## config.mk

```make
export PLATFORM = sky130hd
export DESIGN_NAME = pipe_stage_reg
export DESIGN_NICKNAME = d
export VERILOG_FILES = /design/src/rtl/cpu_pipe_pkg.sv /design/src/rtl/pipe_sat_counter.sv /design/src/rtl/pipe_stage_reg.sv
export SDC_FILE = /design/constraint.sdc
export NUM_CORES = 1
export LEC_CHECK = 0
export ABC_CLOCK_PERIOD_IN_PS = 5300
export BUFFER_PORTS_ARGS = -buffer_cell sky130_fd_sc_hd__buf_2
export CAP_MARGIN = 20
export CORE_UTILIZATION = 24
export DETAILED_ROUTE_END_ITERATION = 8
export PLACE_DENSITY_LB_ADDON = 0.05
export SYNTH_ARGS = -nofsm -noshare
export SYNTH_HDL_FRONTEND = slang
export SYNTH_SLANG_ARGS = --single-unit
```

## constraint.sdc

```tcl
create_clock -name clock -period 5.3 [get_ports clock]
set_input_delay 0.265 -clock clock [delete_from_list [all_inputs] [get_ports clock]]
set_output_delay 0.265 -clock clock [all_outputs]
set_load 0.03 [all_outputs]
```

## src/rtl/cpu_pipe_pkg.sv

```systemverilog
// Shared pipeline definitions: stage payload widths, control-bit positions and skid-buffer state codes.
package cpu_pipe_pkg;

  localparam int ALUOUT_W = 32;
  localparam int BUSB_W   = 32;
  localparam int MEMOP_W  = 3;
  localparam int RD_W     = 5;

  localparam int CTRL_MEMTOREG = 0;
  localparam int CTRL_REGWR    = 1;
  localparam int CTRL_MEMWR    = 2;
  localparam int CTRL_W_DEF    = 3;

  // Bit 1 set only in BOTH, so ~state[1] is a flop-driven in_ready.
  typedef enum logic [1:0] {
    SK_EMPTY = 2'b00,
    SK_FULL  = 2'b01,
    SK_BOTH  = 2'b11
  } skid_state_e;

  typedef struct packed {
    logic [MEMOP_W-1:0]  mem_op;
    logic [RD_W-1:0]     rd;
    logic [BUSB_W-1:0]   bus_b;
    logic [ALUOUT_W-1:0] alu_out;
  } ex_mem_payload_t;

endpackage

```

## src/rtl/pipe_sat_counter.sv

```systemverilog
// Saturating event counter on the falling clock edge; clear beats increment, no wrap at all-ones.
module pipe_sat_counter #(
  parameter int W = 16
) (
  input  logic         clock,
  input  logic         reset,
  input  logic         inc,
  input  logic         clr,
  output logic [W-1:0] count
);

  localparam logic [W-1:0] ONE = {{(W-1){1'b0}}, 1'b1};

  always_ff @(negedge clock or posedge reset) begin
    if (reset) begin
      count <= '0;
    end else if (clr) begin
      count <= '0;
    end else if (inc && (count != {W{1'b1}})) begin
      count <= count + ONE;
    end
  end

endmodule

```

## src/rtl/pipe_stage_reg.sv

```systemverilog
// Valid/ready pipeline stage register, 1 falling edge accept-to-valid, flush kills held and offered entries.
// Backpressure: SKID=0 forwards out_ready to in_ready combinationally; SKID=1 uses a registered in_ready and a second slot.
module pipe_stage_reg
  import cpu_pipe_pkg::*;
#(
  parameter int WIDTH  = 32,
  parameter int CTRL_W = 3,
  parameter int SKID   = 0,
  parameter int CNT_W  = 16
) (
  input  logic              clock,
  input  logic              reset,
  input  logic              in_valid,
  output logic              in_ready,
  input  logic [WIDTH-1:0]  in_data,
  input  logic [CTRL_W-1:0] in_ctrl,
  output logic              out_valid,
  input  logic              out_ready,
  output logic [WIDTH-1:0]  out_data,
  output logic [CTRL_W-1:0] out_ctrl,
  input  logic              flush,
  output logic [CNT_W-1:0]  stall_cnt,
  input  logic              stall_clr
);

  skid_state_e       state_q, state_d;
  logic [WIDTH-1:0]  head_data, skid_data;
  logic [CTRL_W-1:0] head_ctrl, skid_ctrl;
  logic              accept, consume, stall_inc;
  logic              load_head, load_skid, head_from_skid;

  assign out_valid = (state_q != SK_EMPTY);
  assign out_data  = head_data;
  assign out_ctrl  = out_valid ? head_ctrl : '0;

  generate
    if (SKID != 0) begin : g_skid
      assign in_ready = ~state_q[1];
    end else begin : g_single
      assign in_ready = out_ready | ~out_valid;
    end
  endgenerate

  assign accept    = in_valid & in_ready & ~flush;
  assign consume   = out_valid & out_ready & ~flush;
  assign stall_inc = out_valid & ~out_ready & ~flush;

  always_ff @(negedge clock or posedge reset) begin
    if (reset) begin
      state_q <= SK_EMPTY;
    end else begin
      state_q <= state_d;
    end
  end

  // With SKID=0 in_ready is low whenever FULL without consume, so BOTH is never entered.
  always_comb begin
    state_d        = state_q;
    load_head      = 1'b0;
    load_skid      = 1'b0;
    head_from_skid = 1'b0;
    if (flush) begin
      state_d = SK_EMPTY;
    end else begin
      case (state_q)
        SK_EMPTY: begin
          if (accept) begin
            state_d   = SK_FULL;
            load_head = 1'b1;
          end
        end
        SK_FULL: begin
          if (accept && consume) begin
            load_head = 1'b1;
          end else if (accept) begin
            state_d   = SK_BOTH;
            load_skid = 1'b1;
          end else if (consume) begin
            state_d = SK_EMPTY;
          end
        end
        SK_BOTH: begin
          if (consume) begin
            state_d        = SK_FULL;
            head_from_skid = 1'b1;
          end
        end
        default: state_d = SK_EMPTY;
      endcase
    end
  end

  always_ff @(negedge clock or posedge reset) begin
    if (reset) begin
      head_data <= '0;
      head_ctrl <= '0;
      skid_data <= '0;
      skid_ctrl <= '0;
    end else begin
      if (load_head) begin
        head_data <= in_data;
        head_ctrl <= in_ctrl;
      end else if (head_from_skid) begin
        head_data <= skid_data;
        head_ctrl <= skid_ctrl;
      end
      if (load_skid) begin
        skid_data <= in_data;
        skid_ctrl <= in_ctrl;
      end
    end
  end

  pipe_sat_counter #(
    .W(CNT_W)
  ) u_stall_cnt (
    .clock(clock),
    .reset(reset),
    .inc  (stall_inc),
    .clr  (stall_clr),
    .count(stall_cnt)
  );

endmodule

```

* Word-level counts from Yosys, hierarchy flattened *
Index checks and enable logic that the tools add are counted.

storage, ports and cells
  register bits = 88
  latch bits = 0
  memory bits (writable) = 0
  bits in read-only memories = 0
  input port bits = 41
  output and inout bits = 53
  logic and storage cells = 55
  memories kept = 0

operators by class
  add/sub/neg operators = 1
  multipliers = 0
  div/mod/pow operators = 0
  magnitude comparators = 0
  eq/ne operators = 7
  shift operators = 0
  multiplexer cells = 24
  bitwise logic cells = 10
  reductions and logical operators = 7

operators with widths
  kind                   number
  $mux 32                2
  $mux 16                2
  $add 16x1->16 const B  1
  $ne 16x16->1 const B   1
  $mux 2                 6
  $mux 1                 9
  $mux 3                 3
  $ne 3x3->1 const B     3
  $and 1x1->1            6
  $pmux 2 s3             1
  $reduce_bool 2->1      3
  $ne 4x4->1 const B     1
  $reduce_and 4->1       1
  $not 1->1              3
  $eq 2x1->1 const B     1
  $eq 2x2->1 const B     1
  $logic_and 1x1->1      2
  $logic_not 2->1        1
  $pmux 1 s2             1
  $or 1x1->1             1

* Logic depth before layout (Yosys ltp) *
  depth in word-level cells = 10
  depth in mapped cells = 8
  mapped depth without buffers = 6

* Modules after synthesis *
A second synthesis with hierarchy kept.

second synthesis, totals
  cells, all modules = 355
  area total of the unflattened synthesis = 4162.7 µm²

modules (own cells, without submodules)
  module            instances  cells each  area each (µm²)  sequential area each (µm²)
  pipe_stage_reg    1          254         3230.6           1801.7
  pipe_sat_counter  1          101         932.1            400.4

==> reports/results.ini <==
[yosys]
syn_inst=350
ys_ff_latch=88
synth_cell_types=31
syn_area_per_cell_um2=11.4
synth_top_area_cell=dfrtn_1
synth.most_common_cell=dfrtn_1
synth_top_area_share=0.552
yosys-top-cells-count=88 x dfrtn_1, 43 x nand2_1, 42 x o21ai_0
synth_area_leaders=dfrtn_1 55%, mux2_2 11%, mux2i_1 9.0%, o21ai_0 5.3%, nand2_1 4.0%
ys_seq_area_frac=0.552
ys.flop_type=dfrtn_1
synth_area_um2=3990
synth_edf_count=0
synth_nets=396
async_reset_ff_frac=1.00
yosysWarnings=0

[cts]
cts_resized=0
clkLatencyLatePin_ns=0.34
cts_made_buffers=9
cts-root-buf=clkbuf_16
cts.sinks=88
max-clock-path-buffers=2
postCtsSetupBuffers=0
cts_tree=built
clk_pin_slew_ns=0.05
htree_num_levels=3
holdBufCountCts=0

[flow_run]
cap_violations=0

[detailed_routing]
postRouteAntennaNets=0
wl_per_cell_um=15.0
via_count=2959
firstDrtPassIters=4
drt-initial-drc-count=106
vias_per_cell=4.48
drt-total-wl_um=9930
route.detailed.drc=0

[floorplanning]
die_h_um=131
initial_core_util=0.248
io_pins=94
coreArea_um2=16100
die_x_um=131
row_count=46
die-area_um2=17100

[cells_and_area]
layout-drive-gt1-share=0.363
fill_cells=1689
area_growth_pct=27.4
nets=486
antennaDiodeCount=0

[grt]
grt_max_degree=89
grt_util_all_layers=0.127
antenna_found_initial=0
grt_pass1_vias=3026
grt-ovfl-total=0
grt_pass1_wl_um=16200
grt_busiest_layer=met2
grt_use_met3=0.0338
use_met1=0.157
globalRouteMet2Util=0.206

[timing]
clock_skew_ns=0.00572
tns_ns=0
rsz0062_at_grt=no
finalSetupViolCount=0
slew_violations=0
slew_headroom=0.420
worstMarginPinSlew_ns=0.863
hold_viol=0

[critical_path]
cp-end-kind=output port
critPathBufInv=2
critPathKind=flip-flop to output port
start_kind=flip-flop
crit_fanout=12
worstPathCellList=inv_1 > ha_1 > or2_2 > buf_2
rrSetupSlack_ns=2.72
critPathMaxStageDelay_ns=0.44
crit_required_ns=5.04
crit_slowest_cell=dfrtn_1
crit_family=flip-flops
arrival_ns=4.42

[worst_hold_path]
holdCritPathClass=flip-flop to flip-flop

[placement]
place_hpwl_um=6310
gp_congestion=0.720
portBuffers=93

[pwr]
ir_drop_uv=170
p_per_area_nw_per_um2=531
finalPower_mw=2.70
power_leakage_nw=2.20

[run_status]
outcome=completed

==> flip-flops by register name (all words and copies together) (netlist names) <==
| name | flops |
|---|---|
| skid_ctrl | 3 |
| skid_data | 32 |
| u_stall_cnt.count | 16 |
| out_data | 32 |
| head_ctrl | 3 |
| state_q | 2 |
==> kinds of logic (layout without fill, tap and decap cells) <==
kind of cell,count (synthesis),after routing,share of synthesized area
simple gates,92,92,0.120
mux,74,74,0.198
flops,88,88,0.552
buf+inv,23,117,0.0226
compound gates,68,68,0.0919
fa+ha+maj,5,5,0.0157
==> final cells by class <==
class / count / area, um2 / area share
inverters: 4 / 16.3 / 0.00320
flip-flops and latches: 88 / 2200 / 0.433
repair buffers: 98 / 553 / 0.109
multi-input cells: 239 / 1720 / 0.338
well taps: 216 / 270 / 0.0532
clock buffers: 12 / 256 / 0.0505
clock inverters: 3 / 65.1 / 0.0128
==> per-layer routing <==
layer  wire, um  share of wire
met5          0              0
met3        595          0.060
met4        204          0.021
met1       4490           0.45
met2       4640           0.47
==> path summary, 6_finish.rpt <==
check / start / endpoint / cells after the start
max: state_q[0] / in_ready / 4
min: skid_data[21] / skid_data[21] / 1
max reg2reg: state_q[0] / u_stall_cnt.count[15] / 6
min reg2reg: skid_data[21] / skid_data[21] / 1
max in group asynchronous: reset / head_ctrl[2] / 3
min in group asynchronous: reset / skid_data[3] / 3
==> report_power, final <==
group	switching [mW]	internal (mW)	total, mW	leakage [nW]
sequential	0.136	0.969	1.10	1.11
clock	0.256	0.436	0.691	0.159
combinational	0.565	0.339	0.904	0.932
total	0.956	1.74	2.70	2.20
==> worst register-to-register path: cells and delay by family (launching register included) <==
family	cells	cell delay [ns]
and+or+nand+nor	3	1.56
DFF	1	0.44
adders and majority gates	1	0.37
AOI/OAI and AO/OA	1	0.16
buffers and inverters	1	0.09
==> placed cells by master, fill, tap and decap left out, types with 2 or more instances in the layout <==
cell type  netlist  layout
clkbuf_16        0       9
nor2b_1          5       5
nand4_1          5       5
or4_4            2       2
o21ai_0         42      42
bufinv_16        0       2
buf_2            3      93
o31ai_1          7       7
mux2_2          38      38
dfrtn_1         88      88
nor4_1           2       2
or4_1            7       7
clkbuf_8         0       2
inv_1            4       3
clkinv_2         0       2
or3_1            4       4
nand2_1         43      42
nor3_1           3       3
ha_1             5       5
buf_12           0       4
nand3_1          6       6
mux2i_1         36      36
a21oi_1         16      16
nor2_1           5       5
or2_2            4       4
==> stage by stage <==
step	worst slack (ns)	instances	instance area (um2)	utilization	hold WS (ns)
after floorplan	0.231	350	3990	-	0.440
after CTS	0.595	660	5080	0.317	0.454
final	0.619	660	5080	0.317	0.452
after global routing	0.506	660	5080	0.317	0.467
after global placement	0.531	645	4760	0.296	0.446
after detailed placement	0.510	645	4760	0.296	0.454
Power figures use the tool's default switching activity.
